==> config.mk <==
export PLATFORM = sky130hd
export DESIGN_NAME = elevator_car
export DESIGN_NICKNAME = d
export VERILOG_FILES = /design/src/rtl/elevator_pkg.sv /design/src/rtl/cycle_timer.sv /design/src/rtl/elevator_car.sv
export SDC_FILE = /design/constraint.sdc
export NUM_CORES = 1
export LEC_CHECK = 0
export ABC_AREA = 0
export CAP_MARGIN = 10
export CORE_MARGIN = 1
export CORE_UTILIZATION = 51
export CTS_BUF_LIST = sky130_fd_sc_hd__clkbuf_4
export DETAILED_ROUTE_END_ITERATION = 6
export PLACE_DENSITY = 0.75
export SYNTH_ARGS = -nofsm -noshare
export SYNTH_HDL_FRONTEND = slang
export SYNTH_SLANG_ARGS = --single-unit
==> constraint.sdc <==
create_clock -name clk -period 2.4 [get_ports clk]
set_input_delay 0.72 -clock clk [delete_from_list [all_inputs] [get_ports clk]]
set_output_delay 0.72 -clock clk [all_outputs]
set_load 0.005 [all_outputs]
==> src/rtl/elevator_pkg.sv <==
// Shared encodings for the elevator car and the elevator FSM that commands it.
package elevator_pkg;

    localparam logic [1:0] DIR_STAY  = 2'b00;
    localparam logic [1:0] DIR_UP    = 2'b01;
    localparam logic [1:0] DIR_DOWN  = 2'b10;

    localparam logic [1:0] FLOOR_MIN = 2'd0;
    localparam logic [1:0] FLOOR_MAX = 2'd3;

    typedef enum logic [1:0] {
        CAR_PARKED      = 2'd0,
        CAR_MOVING_UP   = 2'd1,
        CAR_MOVING_DOWN = 2'd2,
        CAR_DOOR        = 2'd3
    } car_state_e;

    typedef struct packed {
        car_state_e  state;
        logic [7:0]  travel_count;
        logic [7:0]  door_count;
    } car_debug_t;

endpackage

==> src/rtl/cycle_timer.sv <==
// Loadable 8-bit down-counter that parks at zero; zero flag comes straight off the register.
module cycle_timer (
    input  logic       clk,
    input  logic       rst_n,
    input  logic       load,
    input  logic       dec,
    input  logic [7:0] load_value,
    output logic [7:0] count,
    output logic       zero
);

    always_ff @(posedge clk or negedge rst_n) begin
        if (!rst_n) begin
            count <= 8'd0;
        end else if (load) begin
            count <= load_value;
        end else if (dec && (count != 8'd0)) begin
            count <= count - 8'd1;
        end
    end

    assign zero = (count == 8'd0);

endmodule

==> src/rtl/elevator_car.sv <==
// Single elevator car: travels one floor per command, then holds the door open.
// Moore machine; every output is a register, and the state is mirrored on the debug port.
module elevator_car
    import elevator_pkg::*;
#(
    parameter int unsigned TRAVEL_CYCLES = 8,
    parameter int unsigned DOOR_CYCLES   = 4
) (
    input  logic       clk,
    input  logic       rst_n,
    input  logic [1:0] direction,
    output logic [1:0] current_floor,
    output logic       moving,
    output logic       door_open,
    output logic       arrived,
    output logic       limit_hit,
    output car_debug_t debug
);

    localparam logic [7:0] TRAVEL_LOAD = 8'(TRAVEL_CYCLES - 1);
    localparam logic [7:0] DOOR_LOAD   = 8'(DOOR_CYCLES - 1);

    car_state_e state;

    logic       parked;
    logic       in_motion;
    logic       go_up;
    logic       go_down;
    logic       blocked;
    logic       travel_load;
    logic       travel_dec;
    logic       door_load;
    logic       door_dec;
    logic [7:0] travel_count;
    logic [7:0] door_count;
    logic       travel_zero;
    logic       door_zero;

    // direction is only looked at while parked, so a mid-trip change has no effect
    always_comb begin
        parked      = (state == CAR_PARKED);
        in_motion   = (state == CAR_MOVING_UP) || (state == CAR_MOVING_DOWN);
        go_up       = parked && (direction == DIR_UP)   && (current_floor != FLOOR_MAX);
        go_down     = parked && (direction == DIR_DOWN) && (current_floor != FLOOR_MIN);
        blocked     = parked && (((direction == DIR_UP)   && (current_floor == FLOOR_MAX)) ||
                                 ((direction == DIR_DOWN) && (current_floor == FLOOR_MIN)));
        travel_load = go_up || go_down;
        travel_dec  = in_motion && !travel_zero;
        door_load   = in_motion && travel_zero;
        door_dec    = (state == CAR_DOOR) && !door_zero;
    end

    cycle_timer u_travel_timer (
        .clk        (clk),
        .rst_n      (rst_n),
        .load       (travel_load),
        .dec        (travel_dec),
        .load_value (TRAVEL_LOAD),
        .count      (travel_count),
        .zero       (travel_zero)
    );

    cycle_timer u_door_timer (
        .clk        (clk),
        .rst_n      (rst_n),
        .load       (door_load),
        .dec        (door_dec),
        .load_value (DOOR_LOAD),
        .count      (door_count),
        .zero       (door_zero)
    );

    always_ff @(posedge clk or negedge rst_n) begin
        if (!rst_n) begin
            state         <= CAR_PARKED;
            current_floor <= FLOOR_MIN;
            moving        <= 1'b0;
            door_open     <= 1'b0;
            arrived       <= 1'b0;
            limit_hit     <= 1'b0;
        end else begin
            arrived   <= 1'b0;
            limit_hit <= 1'b0;
            case (state)
                CAR_PARKED: begin
                    if (go_up) begin
                        state  <= CAR_MOVING_UP;
                        moving <= 1'b1;
                    end else if (go_down) begin
                        state  <= CAR_MOVING_DOWN;
                        moving <= 1'b1;
                    end else if (blocked) begin
                        limit_hit <= 1'b1;
                    end
                end
                CAR_MOVING_UP, CAR_MOVING_DOWN: begin
                    // floor guards at departure keep this 2-bit step from wrapping
                    if (travel_zero) begin
                        current_floor <= (state == CAR_MOVING_UP) ? current_floor + 2'd1
                                                                  : current_floor - 2'd1;
                        state     <= CAR_DOOR;
                        moving    <= 1'b0;
                        door_open <= 1'b1;
                        arrived   <= 1'b1;
                    end
                end
                CAR_DOOR: begin
                    if (door_zero) begin
                        state     <= CAR_PARKED;
                        door_open <= 1'b0;
                    end
                end
                default: begin
                    state <= CAR_PARKED;
                end
            endcase
        end
    end

    assign debug = '{state: state, travel_count: travel_count, door_count: door_count};

endmodule

# --- Yosys cells after proc, flatten, opt, wreduce, memory -nomap -nowiden ---
# Index checks and enable logic that the tools add are counted.
totals:
  ff_bits: 24
  inputBits: 4
op_classes:
  addsub: 4
  n_eq_ne: 10
  n_mux: 23
  reduce_logical: 33
op_table:
  columns: ["op", "n"]
  rows:
  - ["$mux W8", 4]
  - ["$logic_not A8 Y1", 2]
  - ["$reduce_bool A8 Y1", 2]
  - ["$sub A8 B1 Y8 const B", 2]
  - ["$logic_and A1 B1 Y1", 12]
  - ["$mux W1", 11]
  - ["$mux W2", 5]
  - ["$reduce_bool A2 Y1", 5]
  - ["$reduce_and A3 Y1", 3]
  - ["$eq A2 B2 Y1 const B", 4]
  - ["$ne A2 B2 Y1 const B", 3]
  - ["$pmux W2 S3", 1]
  - ["$eq A2 B1 Y1 const B", 2]
  - ["$logic_not A2 Y1", 2]
  - ["$pmux W1 S2", 2]
  - ["$logic_or A1 B1 Y1", 3]
  - ["$ne A3 B1 Y1 const B", 1]
  - ["$add A2 B1 Y2 const B", 1]
  - ["$logic_not A1 Y1", 2]
  - ["$reduce_and A2 Y1", 1]
  - ["$reduce_or A2 Y1", 1]
  - ["$sub A2 B1 Y2 const B", 1]

# --- Depth between registers and ports, before layout ---
depth:
  word_depth: 8
  depth_mapped: 7
  mapped_depth_nobuf: 6

# --- Cells and area by module ---
# A second synthesis with hierarchy kept.
hier_totals:
  cells_unflattened: 167
  area_unflattened_um2: 1556.5
by_module_without_submodules:
  columns: ["mod", "instances", "cells_each", "area_each_um2", "seq_area_each_um2"]
  rows:
  - ["cycle_timer", 2, 58, 528.0, 200.2]
  - ["elevator_car", 1, 51, 500.5, 200.2]

# --- Worst setup path after synthesis ---
# No wires, ideal clock.
synth_timing:
  path_kind: "register -> register"
  startpoint: "reg state[0]"
  endpoint: "reg u_travel_timer.count[7]"
  setup_time_ns: 0.122
  t_arrival_ns: 1.848
  required_time_ns: 2.278
  path_slack_ns: 0.431
  stages_incl_launch_ff: 7
  n_path_buf: 0
  path_cell_list: "dfrtp_1 inv_1 ha_1 or4b_1 nor3b_1 mux2i_1 nor2_1"
synth_between:
  elab_chain_cells: 5
  word_cells_on_any_way: 13
  cone_classes: "eq/ne: 2; mux: 1; reduce/logical: 10"
synth_lines:
  columns: ["element", "line_no", "source"]
  rows:
  - ["start: declaration", "elevator_car.sv:23", "car_state_e state;"]
  - ["start signal: assignment", "elevator_car.sv:75", "state <= CAR_PARKED;"]
  - ["start signal: assignment", "elevator_car.sv:87", "state <= CAR_MOVING_UP;"]
  - ["start signal: assignment", "elevator_car.sv:90", "state <= CAR_MOVING_DOWN;"]
  - ["$eq A2 B1 Y1 (tied with other cells)", "elevator_car.sv:42", "in_motion = (state == CAR_MOVING_UP) || (state == CAR_MOVING_DOWN);"]
  - ["$logic_or A1 B1 Y1 (tied with other cells)", "elevator_car.sv:42", null]
  - ["$logic_and A1 B1 Y1 (on tied branches)", "elevator_car.sv:48, elevator_car.sv:43, elevator_car.sv:44", null]
  - ["$logic_and A1 B1 Y1 or $logic_or A1 B1 Y1 (tied branches)", "cycle_timer.sv:17, elevator_car.sv:47", null]
  - ["$reduce_bool A2 Y1 (no source line) or $mux W8 (tied branches)", null, null]
  - ["end signal: assignment", "cycle_timer.sv:16", "count <= load_value;"]
  - ["end signal: assignment", "cycle_timer.sv:18", "count <= count - 8'd1;"]
  - ["end: declaration", "cycle_timer.sv:8", "output logic [7:0] count,"]
# Parallel ways exist; a longest one is shown, timed or not.
# A chain may end at the register's enable or synchronous reset.

# --- Worst setup path after layout ---
layout_timing:
  startpoint: "reg u_door_timer.count[2]"
  endpoint: "out debug[2] in the netlist's numbering"
layout_rtl:
  columns: ["element", "line_no", "source"]
  rows:
  - ["start: declaration", "cycle_timer.sv:8", null]
  - ["start signal: assignment", "cycle_timer.sv:16", null]
  - ["start signal: assignment", "cycle_timer.sv:18", null]
  - ["end: declaration", "elevator_car.sv:17", "output car_debug_t debug"]
# No word-level cell between the ends.

==> metrics.cfg <==
[outcome]
run_status = completed

[global_route]
grt-ovfl-total = 0
grt_max_degree = 25
grt_usage_pct = 23.9
grt_pass1_vias = 1137
grt_antenna_before_repair = 0
grt_pass1_wl_um = 5020

[hold_path]
hp-class = flop to flop

[routing]
drt_iter0_markers = 43
route.detailed.drc = 0
postRouteWirelength_um = 2990
vias = 1174
wl_per_cell_um = 15.1
ant_nets = 0
first_pass_iters = 4
vias_per_cell = 5.93

[clock_tree]
cts-root-buf = clkbuf_4
cts_tree = yes
postCtsSetupBuffers = 0
postCtsHoldBufs = 0
clk_latency_ps = 320
cts.repair.resized = 0
clk_pin_slew_ps = 130
cts.sinks = 24
cts_buffers = 3
cts_buffer_depth = 2
htree_levels = 1

[floorplan]
start_util_pct = 54.9
io_pins = 28
die_area_mm2 = 0.00290
core_mm2 = 0.00250
die_h_um = 53.9
rows = 18
die_x_um = 53.9

[finish]
diodes = 0
fin_nets = 181
nFillCells = 205
layout_common_cells = clkdlybuf4s50_1, dfrtp_1, nor2_1
syn_to_final_growth_pct = 26.4
fin_area_mm2 = 0.00174
layout_commonest_cell = clkdlybuf4s50_1
drive_gt1_share_pct = 8.93

[timing]
slew_headroom_pct = 72.9
setup_tns_ps = 0
finClkSkew_ps = 3.85
hold_violations = 0
finalWorstSetupSlack_ps = 307
fin_crit_ps = 2090
worst_pin_slew_ps = 407
finalCritPeriodShare_pct = 87.2
finalMaxSlewViolations = 0
fmax_mhz = 478
rsz0062_at_grt = no
setup_viol = 0

[pwr]
power_switching_uw = 137
clkPwrFrac_pct = 40.9
vdd_drop_max_mv = 0.351
p_sw_share_pct = 19.1
p_int_uw = 581
power.leakage_nw = 0.740
p_comb_share_pct = 2.7
p_seq_share_pct = 56.3
powerDensity_mw_per_mm2 = 414

[place]
dp_worst_setup_slack_ps = 196
place_area_mm2 = 0.00168
routabilityCongestion = 0.839
port-buffer-count = 27
dp_hpwl_um = 2110

[synth]
yosysWarnings = 0
yosysSeqAreaShare_pct = 43.8
synth_top_cell_area_share_pct = 43.8
synth.avg_cell_area_um2 = 9.95
synth-seq-cells = 24
synth_area_mm2 = 0.00137
synth.net_count = 150
ys_async_sr_fraction_pct = 100
postSynthCellCount = 138
ys_top_cells_by_area = dfrtp_1, ha_1, nor2_1, xnor2_1, nor3_1
synth_area_leader_cell = dfrtp_1
synth_edf_count = 0
ys.flop_type = dfrtp_1
synth_cell_types = 41

[worst_setup_path]
worst_setup_path_start_kind = flop
path_cells = clkdlybuf4s50_1
critPathKind = flop to output port
cp_top_family = buffers and inverters
r2r_cells = 6
cp_slowest_stage_delay_ps = 550
reg2reg_setup_slack_ps = 370
critPathMaxFanout = 8
end_kind = output port
crit_end = debug[2]
path_buf_inv = 1
cp_num_cells = 1
timing.rr.start = state[0]
crit_path_start = u_door_timer.count[2]
rr_endpoint = u_travel_timer.count[7]
cp_slowest_cell = clkdlybuf4s50_1
crit_required_ps = 1680
arrival_ps = 1370

[job]
maxCapViolations = 0

-- registers in the layout, summed over array words and instances (netlist names) --
signal,flops
arrived,1
limit_hit,1
u_door_timer.count,8
moving,1
current_floor,2
door_open,1
u_travel_timer.count,8
state,2
-- power groups by stage --
stage	logic [mW]	registers [mW]	clock network [mW]
final	0.0197	0.404	0.294
after global routing	0.0226	0.405	0.313
after CTS	0.0204	0.404	0.301
after detailed placement	0.0204	0.412	0
after global placement	0.0194	0.412	0
after floorplan	0.00418	0.412	0
-- layer usage --
layer  global-route usage, %  wire, um
met5                       0         0
met4                    9.21        41
met3                    2.54       100
met2                    39.1      1470
met1                    32.2      1380
-- stage by stage --
stage	hold slack, ps	cells	power [mW]	util, %
final	544	198	0.718	69.4
after global placement	500	194	0.431	67.3
after floorplan	424	138	0.416	-
after CTS	548	198	0.726	69.4
after global routing	583	198	0.740	69.4
after detailed placement	510	194	0.432	67.3
-- cells by family (layout without fill, tap and decap cells) --
group	Yosys count	in the layout	share of synthesized area, %
flip-flops	24	24	43.8
buffers and inverters	12	42	3.65
AND/OR/NAND/NOR	50	50	19.7
multiplexers	3	3	2.19
AO/OA/AOI/OAI	31	31	17.0
adder cells (fa/ha/maj)	8	8	7.29
XOR/XNOR	10	10	6.38
-- synthesized netlist by cell type, types with 2 or more instances --
library cell and number:
nor3b_1 2, o2111ai_1 2, o211ai_1 3, xor2_1 4, nor2_1 19, xnor2_1 6, a21oi_1 6, clkbuf_1 2
or4_1 3, nor3_1 7, o31ai_1 4, o21ai_0 3, nor3_2 2, nand2_1 6, nand2b_1 2, inv_1 8
dfrtp_1 24, ha_1 8, mux2i_1 3, o21a_1 3
-- worst min path at each step --
| stage | start | to | slack, ps | depth (start not counted) |
|---|---|---|---|---|
| after floorplan | rst_n | arrived | 420 | 0 |
| after global placement | door_open | door_open | 500 | 1 |
| after detailed placement | door_open | door_open | 510 | 1 |
| after CTS | moving | moving | 550 | 2 |
| after global routing | moving | moving | 580 | 2 |
| final | door_open | door_open | 540 | 1 |
-- final cells by class --
cell class                      instances  area [um^2]  share of cell area (%)
Clock buffer                            3         22.5                    1.30
Clock inverter                          1         30.0                    1.73
Inverter                                8         30.0                    1.73
Multi-Input combinational cell        102          722                    41.6
Sequential cell                        24          601                    34.6
Tap cell                               30         37.5                    2.16
Timing Repair Buffer                   30          293                    16.9
No activity file was read; power rests on OpenSTA's default activity.
